$ cat config.mk
export PLATFORM = sky130hd
export DESIGN_NAME = gmux_ce_sel
export DESIGN_NICKNAME = d
export VERILOG_FILES = /design/src/rtl/gmux_ce_sel.sv
export SDC_FILE = /design/constraint.sdc
export NUM_CORES = 1
export LEC_CHECK = 0
export BUFFER_PORTS_ARGS = -buffer_cell sky130_fd_sc_hd__buf_4
export CAP_MARGIN = 20
export CORE_ASPECT_RATIO = 1.75
export CORE_UTILIZATION = 38
export CTS_BUF_LIST = sky130_fd_sc_hd__clkbuf_4 sky130_fd_sc_hd__clkbuf_8
export CTS_CLUSTER_DIAMETER = 50
export DETAILED_ROUTE_END_ITERATION = 8
export PLACE_DENSITY_LB_ADDON = 0.1
export SYNTH_ARGS = -nofsm -noshare
export SYNTH_HDL_FRONTEND = slang
export SYNTH_SLANG_ARGS = --single-unit
$ cat constraint.sdc
create_clock -name CLK -period 4.2 [get_ports CLK]
set_input_delay 0.63 -clock CLK [delete_from_list [all_inputs] [get_ports CLK]]
set_output_delay 0.63 -clock CLK [all_outputs]
set_load 0.01 [all_outputs]
$ cat src/rtl/gmux_ce_sel.sv
// gmux_ce_sel: N-way clock-enable selector with a phase-safe switch handshake.
// A switch drains the old source up to its next strobe, then waits for the
// first strobe of the new source (swallowed as the phase marker). The output
// therefore never carries a truncated enable period. A timeout forces the
// switch when a source stalls.
module gmux_ce_sel #(
    parameter int N        = 4,
    parameter int SEL_W    = 2,
    parameter int INIT_SEL = 0,
    parameter int TIMEOUT  = 1024
) (
    input  logic             CLK,
    input  logic             RST,
    input  logic [N-1:0]     CE_IN,
    input  logic [SEL_W-1:0] SEL_IN,
    input  logic             REQ,
    output logic             CE_OUT,
    output logic             ACK,
    output logic [SEL_W-1:0] SEL_CUR,
    output logic             BUSY,
    output logic             ERR
);

    // Pad the strobes to the full select range so any SEL_W-bit index is legal.
    localparam int PW = 1 << SEL_W;
    localparam int CW = $clog2(TIMEOUT);

    typedef enum logic [1:0] {RUN, DRAIN, SYNC} state_t;

    state_t           state, state_n;
    logic [SEL_W-1:0] nxt, nxt_n, sel_n;
    logic [CW-1:0]    cnt, cnt_n;
    logic             ce_n, ack_n, err_n;
    logic [PW-1:0]    ce_pad;
    logic             ce_cur, ce_nxt, sel_bad, timeout;

    assign ce_pad  = PW'(CE_IN);
    assign ce_cur  = ce_pad[SEL_CUR];
    assign ce_nxt  = ce_pad[nxt];
    assign sel_bad = 32'(SEL_IN) >= N;
    assign timeout = (cnt == CW'(TIMEOUT - 1));
    assign BUSY    = (state != RUN);

    // Next-state, next-output and switch bookkeeping.
    always_comb begin
        state_n = state;
        sel_n   = SEL_CUR;
        nxt_n   = nxt;
        ce_n    = 1'b0;
        ack_n   = 1'b0;
        err_n   = ERR;
        case (state)
            RUN: begin
                ce_n = ce_cur;
                if (REQ) begin
                    if (SEL_IN == SEL_CUR) begin
                        ack_n = 1'b1;
                        err_n = 1'b0;
                    end else if (sel_bad) begin
                        ack_n = 1'b1;
                        err_n = 1'b1;
                    end else begin
                        nxt_n   = SEL_IN;
                        err_n   = 1'b0;
                        state_n = DRAIN;
                    end
                end
            end
            DRAIN: begin
                if (timeout) begin
                    // Forced switch: output held low this cycle.
                    sel_n   = nxt;
                    err_n   = 1'b1;
                    ack_n   = 1'b1;
                    state_n = RUN;
                end else begin
                    // Old source keeps running until its next strobe, which is
                    // passed; a new-source strobe here is not a boundary.
                    ce_n = ce_cur;
                    if (ce_cur) state_n = SYNC;
                end
            end
            SYNC: begin
                // Output silent; the first new-source strobe marks the phase
                // boundary and is swallowed.
                if (timeout || ce_nxt) begin
                    sel_n   = nxt;
                    ack_n   = 1'b1;
                    state_n = RUN;
                    if (timeout) err_n = 1'b1;
                end
            end
            default: state_n = RUN;
        endcase
        // Counter only runs across consecutive busy cycles.
        if (state == RUN || state_n == RUN) cnt_n = '0;
        else                                cnt_n = cnt + 1'b1;
    end

    // State and registered outputs.
    always_ff @(posedge CLK) begin
        if (RST) begin
            state   <= RUN;
            SEL_CUR <= SEL_W'(INIT_SEL);
            nxt     <= SEL_W'(INIT_SEL);
            cnt     <= '0;
            CE_OUT  <= 1'b0;
            ACK     <= 1'b0;
            ERR     <= 1'b0;
        end else begin
            state   <= state_n;
            SEL_CUR <= sel_n;
            nxt     <= nxt_n;
            cnt     <= cnt_n;
            CE_OUT  <= ce_n;
            ACK     <= ack_n;
            ERR     <= err_n;
        end
    end

endmodule

# Word level (Yosys, flattened, before mapping)
# Cells that the tools add are included.
[word_totals]
register_bits = 19
input_bits = 9
output_inout_bits = 6
elab_cells = 53
[op_classes]
add_sub_neg = 1
order_cmp = 2
n_eq_ne = 7
mux = 24
bitwise_logic = 1
reduce_logical = 11
[op_table]
columns = ["cell", "count"]
rows = [
  ["$mux W2", 7],
  ["$add A10 B1 Y10 const B", 1],
  ["$eq A10 B10 Y1 const B", 1],
  ["$mux W1", 10],
  ["$reduce_and A3 Y1", 3],
  ["$lt A2 B3 Y1 const B", 2],
  ["$ne A2 B2 Y1 const B", 3],
  ["$pmux W1 S3", 2],
  ["$pmux W2 S3", 1],
  ["$bmux W1 S2", 2],
  ["$logic_not A2 Y1", 2],
  ["$pmux W2 S2", 1],
  ["$reduce_bool A2 Y1", 2],
  ["$reduce_bool A3 Y1", 1],
  ["$eq A2 B1 Y1 const B", 1],
  ["$eq A2 B2 Y1", 1],
  ["$eq A2 B2 Y1 const B", 1],
  ["$logic_or A1 B1 Y1", 2],
  ["$pmux W1 S2", 1],
  ["$reduce_or A2 Y1", 1],
  ["$not A1 Y1", 1],
]

# Longest topological paths before layout
# Gate-level depths: netlist of run 1.
[logic_depth]
depth_word = 8
depth_mapped = 7
mapped_depth_nobuf = 6

# Least setup slack after synthesis of run 1
# OpenSTA, ideal clock, no wires.
[synth_timing]
path_kind = "flip-flop to flip-flop"
start = "register state[0]"
end = "register cnt[1]"
setup_ps = 66
t_arrival_ps = 1788
path_slack_ps = 2346
stages_incl_launch_ff = 8
n_path_buf = 1
path_cell_list = "dfxtp_1 > inv_1 > ha_1 > nor3_1 > o211ai_1 > or3_1 > buf_6 > a21boi_2"
[synth_via]
elab_chain_len = 6
elab_cells_between_ends = 12
[synth_rtl]
columns = ["element", "line_no", "source"]
rows = [
  ["start, declared", "30", "state_t state, state_n;"],
  ["start signal, assigned", "111", "state <= state_n;"],
  ["$mux W2 (on tied branches)", "80, 56", ""],
  ["$mux W2 (on tied branches)", "70, 55", ""],
  ["$pmux W2 S3", "52", "case (state)"],
  ["$logic_not A2 Y1", "96", "if (state == RUN || state_n == RUN) cnt_n = '0;"],
  ["$logic_or A1 B1 Y1 (*)", "96", ""],
  ["$reduce_or A2 Y1 (no source line) (*)", "-", ""],
  ["end signal, assigned", "114", "cnt <= cnt_n;"],
  ["end, declared", "32", "logic [CW-1:0] cnt, cnt_n;"],
]
# Every way passes the cells marked *; elsewhere a longest branch is shown, timed or not.
# A chain may end at the register's enable or synchronous reset.

# Worst setup path in the final report of run 1
[layout_timing]
start = "register state[1]"
end = "register cnt[6]"
# The elaborated chain is that of the path after synthesis.

==> summary.md, run 1 <==
| Metric | Value |
|---|---|
| Status | complete, no violations |
| All-Layer GR Usage | roughly 18% |
| Hold slack final | slightly below 500 ps |
| Clock root cell | clkbuf_8 |
| Post-CTS Hold Buffers | 0 |
| Max_cap viols | 0 |
| Nets | 140 |
| Skew final | around 5 ps |
| Crit Path Category | reg2reg |
| Leading cell types by count after synthesis | dfxtp_1 (19), a21oi_2 (10), nor3_1 (7), inv_1 (6), xor2_1 (6) |
| Synthesized netlist net count | 125 |
| RSZ-0062 raised after global routing | false |
| Setup crit end kind | flop |
| Core Util, Final | 45.6% |
| Startpoint Class | flop |
| FMAX | 451 MHz |
| Finished Layout Cells | about 150 |
| Core box area | between 0.002 and 0.003 sq mm |
| Synthesized area | between 0.001 and 0.0015 sq mm |
| Vias after detailed routing | 860 |
| Final Critical Period | 2220 ps |
| FF+latch count, synth | 19 |
| Die area | roughly 0.0030 sq mm |
| Dominant cells by area after synthesis | dfxtp_1 (36%), a21oi_2 (8.2%), ha_1 (5.9%), xor2_1 (4.9%), mux4_2 (4.2%) |
| Antenna Cells | 0 |
| Synth Flop Type | dfxtp_1 |
| Initial DRC count | 21 |
| Post-synth EDFFs | 0 |
| PwrDens | ~310 mW/mm^2 |
| Final WS setup | just under 2000 ps |
| Initial antenna violation count | 0 |
| # clock sinks | 19 |
| Synth-to-layout area growth | 15.3% |
| First-pass GRT wire length | ~4100 um |
| Slew @ Worst Pin | between 500 and 600 ps |
| DPL Wire Length | 1840 um |
| Clock latency on the worst-skew pair | around 260 ps |
| Synthesized area per cell | roughly 9.6 sq um |
| First-pass detailed-route iteration total | 4 |
| Num rows | 25 |
| Remaining antenna violation count | 0 |
| Hold Path Class | reg2reg |
| Final hold vios | 0 |
| Synthesized instance count | ~110 |
| Routability Congestion | between 0.8 and 0.9 |
| Finished Cell Area | 0.00123 sq mm |
| Placement-stage cell area | around 0.0012 sq mm |
| Global route total overflow | 0 |
| Share of cells above drive strength 1 | between 20% and 30% |
| CP max FO | 10 |
| Yosys cell types | 31 |
| Post-CTS Setup Repair Bufs | 0 |
| Via density | approximately 5.7 |
| Starting Density | 39.5% |
| Max_slew headroom | around three fifths |
| Area leader, netlist | dfxtp_1 |
| # placed instances | around 150 |
| Post-CTS Resized | 0 |
| Detailed-route wire length | roughly 2300 um |
| LEAKAGE | about 0.44 nW |
| WP data required | between 4000 and 5000 ps |
| Post-synth top area share | 35.8% |
| DRC errors left | 0 |
| Place WS | 1990 ps |
| Final setup violation count | 0 |
| Most common cell in the netlist | dfxtp_1 |
| Htree depth | 1 |
| Final slew viol count | 0 |
| Num CTS Buffers | 3 |
| Setup_tns | 0 ps |
| DR WL/cell | 15.4 um |
| CTS clock-pin slew for the worst setup and hold paths | roughly 70 ps |
| Die height | about 72 um |
| Post-synth ARST share | 0% |
| Clock Path Buffers | 2 |
| # port buffers | 14 |
| Crit share post-route | between 50% and 60% |
| Vias in the first global route | between 800 and 900 |
| Tot Pwr | approximately 380 uW |
| IO Pins | 15 |
| CP arrival | 2400 ps |
| CTS tree | built |
| Largest net degree at the start of global routing | 12 |
| Yosys Warn Count | 0 |
| Die width | 42.0 um |
| Max VDD drop | between 200 and 250 uV |
| Seq/Total Area, Yosys | a little over a third |
## metal layers
layer,vias to the layer above,GRT usage (%),part of all wire [%]
met5,-,0,0
met4,0,11.5,2.7
met3,5,3.23,3.1
met2,23,35.6,57
met1,409,16.8,37
li1,423,-,-
## registers in the layout, summed over array words and instances (netlist names)
| signal | cells |
|---|---|
| cnt | 10 |
| ACK | 1 |
| SEL_CUR | 2 |
| nxt | 2 |
| CE_OUT | 1 |
| ERR | 1 |
| state | 2 |
## power breakdown
group / total (mW) / internal (mW) / switching [mW]
registers: 0.191 / 0.185 / 0.00537
clock network: 0.126 / 0.0660 / 0.0599
logic: 0.0640 / 0.0293 / 0.0347
total: 0.380 / 0.280 / 0.100
## critical path, cell delays in order (launching register included)
cell and delay (ps):
dfxtp_1 450, inv_1 100, ha_1 270, nor3_1 390, o211ai_1 130, or3_1 570
a21oi_2 230
## logic make-up after synthesis
family                     Yosys count  synth area share [%]
AOI/OAI and AO/OA                   26                  18.8
xor gates and xnor gates            10                  8.23
adders and majority gates            5                  5.88
buffers and inverters               10                  4.23
DFF                                 19                  35.8
muxes                                6                  8.00
and+or+nand+nor                     35                  19.1
## worst paths after layout
path	slack, ps	from	depth (start not counted)	to
worst min-delay path	480	cnt[0]	1	cnt[0]
worst max register to register	1980	state[1]	6	cnt[6]
worst max-delay path	1980	state[1]	6	cnt[6]
worst min register to register	480	cnt[0]	1	cnt[0]
## cell type report
type                            instances  area (sq um)
Inverter                                6          22.5
Multi-Input combinational cell         82           638
Fill cell                             273          1460
Clock buffer                            3          41.3
Tap cell                               27          33.8
Sequential cell                        19           380
Clock inverter                          1          5.00
Timing Repair Buffer                   14           105
## layout by cell type (no fill, tap or decap), types with 5 or more instances in the layout
master	count
a21oi_1	5
a21oi_2	10
buf_4	14
dfxtp_1	19
ha_1	5
inv_1	6
nand3_1	5
nor2_1	5
nor3_1	7
xor2_1	6
(Power assumes the default switching activity.)
==> run 2: changes to the inputs <==
Clock period 4.2 ns to 2.3 ns, I/O delays scaled along.
==> run 2 against run 1 <==
Global-route usage down 0.28 points. Core utilization up 0.93 points. Wire length about the same. Sequential power up 82%. First-iteration DRC count down 52%. Design area up 2.0%. Sequential share of layout area down 0.62 points. Die area unchanged. Critical endpoint is now cnt[0].
==> summary.md, run 2 (synthesis gave the netlist of run 1 again) <==
| Metric | Value |
|---|---|
| Reg2reg setup slack | 290 ps |
| Final Critical Period | 2010 ps |
| Starting Density | between 30% and 40% |
| IO Pins | 15 |
| Max_cap viols | 0 |
| Initial DRC count | 10 |
| CP max FO | 10 |
| Skew final | about 7.6 ps |
| Clock root cell | clkbuf_8 |
| CTS tree | built |
| Slew @ Worst Pin | 553 ps |
| FMAX | 497 MHz |
| Max VDD drop | ~300 uV |
| Top reg by flops | cnt |
| Layout fillers | 280 |
| Num CTS Buffers | 3 |
| DPL Wire Length | around 1800 um |
| Tot Pwr | just over 700 uW |
| Post-CTS Setup Repair Bufs | 0 |
| Commonest non-fill, non-tap cell in the layout | dfxtp_1 |
| Most frequent cells in the layout | dfxtp_1 (19), buf_4 (17), a21oi_2 (10) |
| RSZ-0062 raised after global routing | false |
| Remaining antenna violation count | 0 |
| Post-CTS Hold Buffers | 0 |
| Die area | roughly 0.003 sq mm |
| Die width | roughly 42 um |
| Antenna Cells | 0 |
| Share of cells above drive strength 1 | between 20% and 30% |
| First-pass detailed-route iteration total | 4 |
| Routability Congestion | approximately 0.9 |
| Via density | 5.50 |
| Vias after detailed routing | 853 |
| Vias in the first global route | roughly 900 |
| # clock sinks | 19 |
| WHS Path Cells | 3 |
| Worst Reg-to-Reg Cells | 6 |
| Status | complete, no violations |
| Detailed-route wire length | approximately 2300 um |
| Crit share post-route | between 80% and 90% |
| Final slew viol count | 0 |
| Hold path startpoint | SEL_IN[1] |
| Final hold vios | 0 |
| Max_slew headroom | between 60% and 70% |
| # port buffers | 14 |
| Largest net degree at the start of global routing | 12 |
| Max FFs per register | 10 |
| Clock Path Buffers | 2 |
| Nets | about 140 |
| Htree depth | 1 |
| All-Layer GR Usage | a little under a fifth |
| CP arrival | 2210 ps |
| Synth-to-layout area growth | 17.6% |
| Finished Layout Cells | about 160 |
| # placed instances | 151 |
| DRC errors left | 0 |
| Setup crit end kind | flop |
| Core box area | 0.00269 sq mm |
| Crit Path Category | reg2reg |
| Startpoint Class | flop |
| First-pass GRT wire length | between 4000 and 5000 um |
| PwrDens | between 500 and 600 mW/mm^2 |
| DR WL/cell | between 15 and 20 um |
| Clock latency on the worst-skew pair | roughly 260 ps |
| Critical Path Start | state[1] |
| Die height | 72.0 um |
| Post-CTS Resized | 0 |
| Hold Path Class | in2reg |
| CTS clock-pin slew for the worst setup and hold paths | ~80 ps |
| Reg-to-Reg Start | state[1] |
| WP data required | 2490 ps |
| Global route total overflow | 0 |
| LEAKAGE | ~0.46 nW |
| Initial antenna violation count | 0 |
| Num rows | 25 |
| Final setup violation count | 0 |
| Setup_tns | 0 ps |
## run 2: cell count changes in the layout (fill, tap and decap cells not counted), sizes merged
cell,change
clkbuf,+1
clkinv,-1
buf,+3
## run 2: worst paths after layout
check / endpoint
worst max register to register: cnt[0]
worst max-delay path: cnt[0]
worst min-delay path: nxt[1]
worst min register to register: cnt[0]
## run 2: per-layer routing
metal | vias to the layer above | GRT usage [%] | wire length (um)
li1 | 428 | - | -
met1 | 403 | 17.6 | 865
met2 | 15 | 34.5 | 1340
met3 | 7 | 2.24 | 45
met4 | 0 | 11.1 | 80
met5 | - | 0 | 0
## run 2: final cells by class
cell class	instances	area, sq um	area share, %
clock buffer	4	48.8	3.90
timing repair buffer	17	128	10.2
inverter	6	22.5	1.80
multi-input combinational	82	638	51.0
sequential	19	380	30.4
tap	27	33.8	2.70
## run 2: critical path: stages (launching register included)
cell	delay (ps)
dfxtp_1	460
inv_1	100
ha_1	200
nor3_1	280
o211ai_1	120
or3_1	570
a21oi_2	220
## run 2: power breakdown
| part | internal [mW] | switching [mW] | leakage (nW) | total [mW] |
|---|---|---|---|---|
| combinational | 0.0577 | 0.0623 | 0.276 | 0.120 |
| clock | 0.135 | 0.117 | 0.0262 | 0.253 |
| sequential | 0.338 | 0.0102 | 0.154 | 0.348 |
## run 2: metrics by stage
step	hold slack (ps)	area (sq um)	setup slack [ps]	utilization [%]
after global placement	460	1200	312	44.7
final	326	1250	287	46.5
after floorplan	441	1060	446	-
after CTS	333	1250	296	46.5
after detailed placement	468	1200	315	44.7
after global routing	340	1250	124	46.5
